File: src/rtl/conv_window_gen_if.sv
// Pixel-in / window-out stream bundle for the sliding-window generator.
// master = upstream producer + downstream consumer side, slave = the generator itself.
interface conv_window_gen_if #(
  parameter int K_H = 3,
  parameter int K_W = 3
);
  logic                            in_valid;
  logic                            in_ready;
  logic [7:0]                      in_pixel;
  logic                            out_valid;
  logic                            out_ready;
  logic [K_H-1:0][K_W-1:0][7:0]    out_win;
  logic                            out_last;

  modport master (
    output in_valid, in_pixel, out_ready,
    input  in_ready, out_valid, out_win, out_last
  );

  modport slave (
    input  in_valid, in_pixel, out_ready,
    output in_ready, out_valid, out_win, out_last
  );
endinterface

File: src/rtl/conv_window_gen.sv
// Raster-order pixel stream to K_H x K_W "valid" convolution windows, stride 1, one window per edge.
// Window registered 1 cycle after its last pixel is accepted; input stalls while an untaken window is held.
module conv_window_gen #(
  parameter int IMG_W = 28,
  parameter int IMG_H = 28,
  parameter int K_H   = 3,
  parameter int K_W   = 3
) (
  input  logic             clk,
  input  logic             rst,
  conv_window_gen_if.slave io
);
  localparam int COL_W = (IMG_W > 1) ? $clog2(IMG_W) : 1;
  localparam int ROW_W = (IMG_H > 1) ? $clog2(IMG_H) : 1;

  typedef logic [K_H-1:0][7:0]          colv_t;
  typedef logic [K_H-1:0][K_W-1:0][7:0] win_t;

  logic [COL_W-1:0] col;
  logic [ROW_W-1:0] row;
  logic [7:0]       lb [K_H-1][IMG_W];
  win_t             win_q;
  win_t             win_nxt;
  colv_t            col_vec;
  logic             accept;
  logic             emit;
  logic             at_last_col;
  logic             at_last_row;

  assign io.in_ready  = !io.out_valid || io.out_ready;
  assign accept       = io.in_valid && io.in_ready;
  assign at_last_col  = (col == COL_W'(IMG_W - 1));
  assign at_last_row  = (row == ROW_W'(IMG_H - 1));
  assign emit         = accept && (row >= ROW_W'(K_H - 1)) && (col >= COL_W'(K_W - 1));

  // Line buffer k holds image row (row - K_H + 1 + k); the live pixel completes the column.
  always_comb begin
    col_vec = '0;
    win_nxt = '0;
    for (int k = 0; k < K_H - 1; k++) begin
      col_vec[k] = lb[k][col];
    end
    col_vec[K_H-1] = io.in_pixel;
    for (int i = 0; i < K_H; i++) begin
      for (int j = 0; j < K_W - 1; j++) begin
        win_nxt[i][j] = win_q[i][j+1];
      end
      win_nxt[i][K_W-1] = col_vec[i];
    end
  end

  // Storage is never cleared: the first K_H-1 rows of a frame are never emitted.
  always_ff @(posedge clk) begin
    if (!rst && accept) begin
      win_q <= win_nxt;
      for (int k = 0; k < K_H - 2; k++) begin
        lb[k][col] <= lb[k+1][col];
      end
      lb[K_H-2][col] <= io.in_pixel;
    end
  end

  always_ff @(posedge clk) begin
    if (rst) begin
      col          <= '0;
      row          <= '0;
      io.out_valid <= 1'b0;
      io.out_last  <= 1'b0;
      io.out_win   <= '0;
    end else begin
      if (accept) begin
        if (at_last_col) begin
          col <= '0;
          row <= at_last_row ? '0 : row + ROW_W'(1);
        end else begin
          col <= col + COL_W'(1);
        end
      end
      // A new window may replace one being taken this edge; otherwise a taken window retires.
      if (emit) begin
        io.out_win   <= win_nxt;
        io.out_valid <= 1'b1;
        io.out_last  <= at_last_col && at_last_row;
      end else if (io.out_ready) begin
        io.out_valid <= 1'b0;
        io.out_last  <= 1'b0;
      end
    end
  end
endmodule

File: src/flat_wrapper.sv
// flat-port wrapper written by rule: the top's interface ports become plain ports
module conv_window_gen_flat 
#(
  parameter int IMG_W = 28,
  parameter int IMG_H = 28,
  parameter int K_H   = 3,
  parameter int K_W   = 3
)
  (clk, rst, io_in_valid, io_in_pixel, io_out_ready, io_in_ready, io_out_valid, io_out_win, io_out_last);
  conv_window_gen_if #(.K_H(K_H), .K_W(K_W)) io_i ();
  input  logic clk;
  input  logic rst;
  input wire logic [$bits(io_i.in_valid)-1:0] io_in_valid;
  input wire logic [$bits(io_i.in_pixel)-1:0] io_in_pixel;
  input wire logic [$bits(io_i.out_ready)-1:0] io_out_ready;
  output wire logic [$bits(io_i.in_ready)-1:0] io_in_ready;
  output wire logic [$bits(io_i.out_valid)-1:0] io_out_valid;
  output wire logic [$bits(io_i.out_win)-1:0] io_out_win;
  output wire logic [$bits(io_i.out_last)-1:0] io_out_last;
  assign io_i.in_valid = io_in_valid;
  assign io_i.in_pixel = io_in_pixel;
  assign io_i.out_ready = io_out_ready;
  assign io_in_ready = io_i.in_ready;
  assign io_out_valid = io_i.out_valid;
  assign io_out_win = io_i.out_win;
  assign io_out_last = io_i.out_last;
  conv_window_gen #(.IMG_W(IMG_W), .IMG_H(IMG_H), .K_H(K_H), .K_W(K_W)) u_core (.clk(clk), .rst(rst), .io(io_i));
endmodule
File: config.mk
export PLATFORM = sky130hd
export DESIGN_NAME = conv_window_gen_flat
export DESIGN_NICKNAME = d
export VERILOG_FILES = /design/src/rtl/conv_window_gen_if.sv /design/src/rtl/conv_window_gen.sv /design/src/flat_wrapper.sv
export SDC_FILE = /design/constraint.sdc
export NUM_CORES = 1
export LEC_CHECK = 0
export CAP_MARGIN = 20
export CORE_UTILIZATION = 45
export DETAILED_ROUTE_END_ITERATION = 10
export SLEW_MARGIN = 20
export SYNTH_ARGS = -nofsm -noshare
export SYNTH_HDL_FRONTEND = slang
export SYNTH_SLANG_ARGS = --single-unit
export TNS_END_PERCENT = 100
File: constraint.sdc
create_clock -name clk -period 6.3 [get_ports clk]
set_input_delay 0.945 -clock clk [delete_from_list [all_inputs] [get_ports clk]]
set_output_delay 0.945 -clock clk [all_outputs]
set_load 0.05 [all_outputs]
==> results of run 1 <==
-- worst max-delay path, stage by stage (launching register included) --
cell and delay [ns]:
sky130_fd_sc_hd__dfxtp_4 0.46, sky130_fd_sc_hd__buf_4 0.68, sky130_fd_sc_hd__mux4_2 0.61, sky130_fd_sc_hd__mux2i_1 0.32, sky130_fd_sc_hd__o22a_1 0.31, sky130_fd_sc_hd__nand2_1 0.66
-- per-stage QoR --
stage	utilization	setup WS (ns)	instance area (um2)
4_1_cts	0.533	2.60	25600
3_3_place_gp	0.493	2.64	23700
5_1_grt	0.532	2.43	25600
2_1_floorplan	-	0.449	22100
6_report	0.532	2.62	25600
3_5_place_dp	0.493	2.60	23700
-- cell type report --
type                       count  area [um2]
clock buffer                  75        1640
multi-input combinational    629        5090
sequential                   580       16600
timing repair buffer         132        1170
tap                          615         769
fill                        3793       22500
inverter                      14        52.6
clock inverter                34         267
-- routing by layer --
layer  vias to the layer above  routed length [um]  share of wire  GRT usage
met1                      6049               23400           0.45      0.308
met4                         0                1040          0.020     0.0555
met3                        71                3310          0.063     0.0378
met5                         -                   0              0          0
li1                       5309                   -              -          -
met2                       440               24700           0.47      0.338
-- cells in the final DEF (no fill, tap or decap), types with 7 or more instances in the layout --
master | Yosys | final
sky130_fd_sc_hd__buf_4 | 18 | 47
sky130_fd_sc_hd__a21oi_1 | 86 | 86
sky130_fd_sc_hd__nor3_2 | 0 | 9
sky130_fd_sc_hd__edfxtp_1 | 496 | 496
sky130_fd_sc_hd__a22oi_1 | 13 | 13
sky130_fd_sc_hd__clkbuf_16 | 0 | 62
sky130_fd_sc_hd__dfxtp_1 | 84 | 80
sky130_fd_sc_hd__a311oi_1 | 9 | 9
sky130_fd_sc_hd__inv_1 | 13 | 13
sky130_fd_sc_hd__nor3_1 | 20 | 11
sky130_fd_sc_hd__nor2b_1 | 10 | 10
sky130_fd_sc_hd__clkinv_1 | 0 | 13
sky130_fd_sc_hd__nor2_1 | 41 | 40
sky130_fd_sc_hd__mux2_2 | 13 | 13
sky130_fd_sc_hd__mux4_2 | 68 | 68
sky130_fd_sc_hd__clkbuf_1 | 32 | 9
sky130_fd_sc_hd__clkdlybuf4s50_1 | 0 | 79
sky130_fd_sc_hd__clkinv_2 | 0 | 13
sky130_fd_sc_hd__or3_1 | 8 | 7
sky130_fd_sc_hd__o22ai_1 | 18 | 18
sky130_fd_sc_hd__nand3_1 | 9 | 9
sky130_fd_sc_hd__mux2i_1 | 82 | 82
sky130_fd_sc_hd__a211oi_1 | 7 | 7
sky130_fd_sc_hd__nand2_1 | 159 | 159
-- flip-flops by register name, indices dropped and copies added, names as in the netlist --
signal,count
u_core.col,5
u_core.io.out_last,1
u_core.io.out_valid,1
u_core.io.out_win,72
u_core.lb,448
u_core.row,5
u_core.win_nxt,48
-- worst paths after layout --
| path | from | to |
|---|---|---|
| max | u_core.col[0] | u_core.lb[0][153] |
| min | u_core.win_nxt[13] | u_core.win_nxt[5] |
| max reg2reg | u_core.col[0] | u_core.lb[0][153] |
| min reg2reg | u_core.win_nxt[13] | u_core.win_nxt[5] |
-- logic make-up after synthesis --
logic type / count (synthesis) / synth area share
AOI/OAI and AO/OA: 175 / 0.0496
and+or+nand+nor: 281 / 0.0582
buffers and inverters: 91 / 0.0220
DFF: 580 / 0.750
adders and majority gates: 6 / 0.00340
muxes: 165 / 0.116
xor gates and xnor gates: 2 / 0.000793
-- power groups by stage --
stage | clock, mW | combinational [mW] | sequential, mW
floorplan | 0 | 0.291 | 4.34
global placement | 0 | 0.422 | 4.36
detailed placement | 0 | 0.428 | 4.36
CTS | 3.47 | 0.429 | 4.28
global route | 3.60 | 0.452 | 4.28
finish | 3.42 | 0.423 | 4.27
==> metrics.txt, run 1 <==
run status complete, no violations; Critical Path Start Type flop; arrival time worst endpoint 3.76 ns; cts bufs inserted 58; first-pass iteration count of the detailed router 5; final weighted congestion in routability-driven placement 0.850; routed vias/inst 5.71; starting utilization of the core area 0.460; number of antenna cells inserted 0; top area cells in the synthesized netlist sky130_fd_sc_hd__edfxtp_1 (67%), sky130_fd_sc_hd__dfxtp_1 (7.6%), sky130_fd_sc_hd__mux4_2 (6.9%); H-tree levels 2; Critical Path RT 6.39 ns; fraction of layout cells with a size suffix above 1 0.167; estimated wirelength of the detail-placed design 32100 um; Most used DFF post-synth sky130_fd_sc_hd__edfxtp_1; classification of the worst-slack hold path flop to flop; antenna violations before repair 0; count of buffers added by post-CTS timing repair for setup 0; Yosys top cell by area sky130_fd_sc_hd__edfxtp_1; net switching power 1.73 mW; gate count after technology mapping 1300; routed length per instance 25.2 um; I/O pins 87; post-route ant nets 0; count of yosys warnings during synthesis 0; global-route usage over all layers 0.214; min cycle time layout 3.68 ns; number of synthesized register bits 580; Routed Wire Length 52400 um; share of async-settable or async-resettable flops after synthesis 0; placed cell count 1970; fraction of the yosys area taken by sequential cells 0.750; Die X-Extent 224 um; Slew Viols, Final 0; fraction of power spent switching nets 0.213; number of gates resized after cts 0; Power per Cell Area 317 mW/mm2; global-route wire length before repair 78600 um; fin crit share 0.583; setup repair after global routing missed its margin no; Crit Path Class flop to flop; Worst-path clk slew 0.06 ns; Finished Layout Cells 2079; Residual DRC 0; critical path peak fanout 48; Worst slew margin 0.288; combinational power share 0.052; total of hold buffers inserted after clock tree synthesis 0; total power draw 8.11 mW; worst hold slack after final layout 0.445 ns; Max VDD drop 0.222 mV; clk buf depth 3; depth of the worst register-to-register path 5; cell at the root of the clock tree sky130_fd_sc_hd__clkbuf_16; fraction of post-synthesis cell area in the top cell type by area 0.674; largest clock skew in the final design 0.0153 ns; largest net degree at the start of global routing 82; source-to-sink clock delay at the later pin of the worst-skew pair 0.62 ns; Slew @ Worst Pin 1.07 ns; floorplan die height 224 um; initial DRC count 1292; global route total overflow 0; max-cap violations 0; internal power component 6.38 mW; Hold Path Stages 0; capturing element type of the critical path flop; number of synthesized flops with an enable pin 496; Reg power frac 0.527; Layout Area Growth over Synthesis 15.8%; via count of the first global-routing pass 11.8k; Clock Power Share 0.421; leak pwr 8.02 nW; syn avg cell area 17.0 um2; most frequent cells after synthesis sky130_fd_sc_hd__edfxtp_1 (496), sky130_fd_sc_hd__nand2_1 (159), sky130_fd_sc_hd__a21oi_1 (86); sum of negative setup slack 0 ns; total number of clock tree sinks 580; Port Buffer Count 86; Fin. Hold Viols 0; post-synth design cell area 0.0221 mm2; slack of the worst reg-to-reg path 2.62 ns; number of nets in the layout 1433; unique cell type count in the Yosys netlist 63; Core Region 0.0480 mm2; Final setup viols 0; most repeated cell in the gate-level netlist after synthesis sky130_fd_sc_hd__edfxtp_1; clock tree from TritonCTS built; maximum clock frequency 0.272 GHz; via count 11.9k; number of nets produced by synthesis 1318; number of cell rows 80; Die Footprint 0.0500 mm2
Power figures use the tool's default switching activity.
==> run 2, diff against run 1 <==
==> constraint.sdc (replaced) <==
create_clock -name clk -period 3.2 [get_ports clk]
set_input_delay 0.48 -clock clk [delete_from_list [all_inputs] [get_ports clk]]
set_output_delay 0.48 -clock clk [all_outputs]
set_load 0.05 [all_outputs]
==> metrics.txt, run 2 (same netlist as run 1, synthesis figures left out) <==
number of nets in the layout 1476 (+3.0%); placed cell count 2014 (+2.2%); H-tree levels 2 (unchanged); Core Region 0.0480 mm2 (unchanged); Port Buffer Count 86 (unchanged); number of antenna cells inserted 0 (unchanged); cell at the root of the clock tree sky130_fd_sc_hd__clkbuf_16; Final setup viols 0 (unchanged); largest net degree at the start of global routing 71 (-13%); number of gates resized after cts 0 (unchanged); Fin. Hold Viols 0 (unchanged); most frequent cells in the layout sky130_fd_sc_hd__edfxtp_1 (496), sky130_fd_sc_hd__nand2_1 (156), sky130_fd_sc_hd__a21oi_1 (86); CP bufs+invs 3 (+2); Reg with most FFs u_core.lb; Residual DRC 0 (unchanged); cell family contributing the most delay on the critical path buffers and inverters; Die X-Extent 224 um (unchanged); final weighted congestion in routability-driven placement 0.821 (-3.4%); count of buffers added by post-CTS timing repair for setup 0 (unchanged); Layout Area Growth over Synthesis 19.0%; arrival time worst endpoint 3.23 ns (-0.53 ns); run status complete, no violations; Slew @ Worst Pin 0.814 ns (-0.253 ns); largest clock skew in the final design 0.0220 ns (+0.00669 ns); via count 12.0k (+1.4%); most frequent standard cell in the layout excluding fill and tap cells sky130_fd_sc_hd__edfxtp_1; min cycle time layout 2.91 ns (-0.762 ns); global-route usage over all layers 0.215 (+0.000591); clock tree from TritonCTS built; Util after Layout 0.547 (+0.0146); sum of negative setup slack 0 ns (unchanged); max-cap violations 0 (unchanged); source-to-sink clock delay at the later pin of the worst-skew pair 0.62 ns (about the same); Max VDD drop 0.383 mV (+72%); Critical Path RT 3.52 ns (-2.87 ns); classification of the worst-slack hold path primary input to flop; peak per-stage delay on the critical path 0.69 ns (about the same); total number of clock tree sinks 580 (unchanged); fin crit share 0.911 (+0.327); number of cell rows 80 (unchanged); setup repair after global routing missed its margin no; cells along the critical path buf_12 -> buf_12 -> mux4_2 -> nand2_1 -> o21ai_0 -> a31oi_1 -> nand2_1 -> buf_4; Sequential Area 0.0166 mm2 (unchanged); antenna violations before repair 1 (+1); worst hold slack after final layout 0.329 ns (-0.116 ns); Worst slew margin 0.453 (+0.166); I/O pins 87 (unchanged); critical path peak fanout 32 (-33%); Routed Wire Length 52900 um (+0.89%); Crit Path Class flop to flop; fraction of layout cells with a size suffix above 1 0.201 (+0.0332); maximum clock frequency 0.343 GHz (+26%); global route total overflow 0 (unchanged); total of hold buffers inserted after clock tree synthesis 0 (unchanged); post-route ant nets 0 (unchanged); estimated wirelength of the detail-placed design 33500 um (+4.4%); routed vias/inst 5.67 (-0.63%); Finished Layout Cells 2121 (+2.0%); Critical Path Start Type flop; Worst-path clk slew 0.06 ns (about the same); routed length per instance 24.9 um (-1.1%); global-route wire length before repair 78000 um (-0.74%); initial DRC count 1255 (-2.9%); floorplan die height 224 um (unchanged); Slew Viols, Final 0 (unchanged); cell at the slowest stage of the critical path sky130_fd_sc_hd__dfxtp_4; total power draw 16.0 mW (+97%); max FFs per register 448 (unchanged); Power per Cell Area 609 mW/mm2 (+92%); via count of the first global-routing pass 11.6k (-1.1%); Die Footprint 0.0500 mm2 (unchanged); leak pwr 8.32 nW (+3.6%); Fillers 3815 (+0.58%); cts bufs inserted 57 (-1.7%); area of the multi-input gates 0.00526 mm2 (+3.4%); clk buf depth 3 (unchanged); starting utilization of the core area 0.460 (unchanged); first-pass iteration count of the detailed router 5 (unchanged); capturing element type of the critical path flop
[run 2: path summary, 6_finish.rpt]
check / start / to / slack, ns / cells after the start
setup reg to reg: u_core.col[0] / u_core.lb[0][181] / 0.29 / 8
hold reg to reg: u_core.win_nxt[37] / u_core.win_nxt[29] / 0.45 / 0
setup / recovery: u_core.col[0] / u_core.lb[0][181] / 0.29 / 8
hold / removal: rst / u_core.io.out_win[36] / 0.33 / 2
[run 2: metal layers]
layer | global-route usage | wire length (um) | vias to the layer above
met1 | 0.309 | 23600 | 6131
met5 | 0 | 0 | -
li1 | - | - | 5395
met3 | 0.0392 | 3280 | 85
met4 | 0.0568 | 1160 | 0
met2 | 0.338 | 24900 | 422
[run 2: cell type report]
| cell class | instances | area share |
|---|---|---|
| multi-input combinational | 629 | 0.200 |
| sequential | 580 | 0.631 |
| clock inverter | 29 | 0.00976 |
| clock buffer | 78 | 0.0616 |
| tap | 615 | 0.0293 |
| inverter | 14 | 0.00200 |
| timing repair buffer | 176 | 0.0660 |
[run 2: stage by stage]
| step | setup slack [ns] | cell area (um2) |
|---|---|---|
| floorplan | 0.0247 | 22300 |
| global placement | 0.223 | 24400 |
| detailed placement | 0.129 | 24400 |
| CTS | 0.0959 | 26300 |
| global route | 0.138 | 26300 |
| finish | 0.286 | 26300 |
[run 2: power by group]
part           leakage, nW  switching, mW  internal, mW  total [mW]
sequential            5.16         0.0501          8.36        8.41
combinational         2.22          0.578         0.348       0.926
clock                0.933           2.80          3.86        6.66
total                 8.32           3.43          12.6        16.0
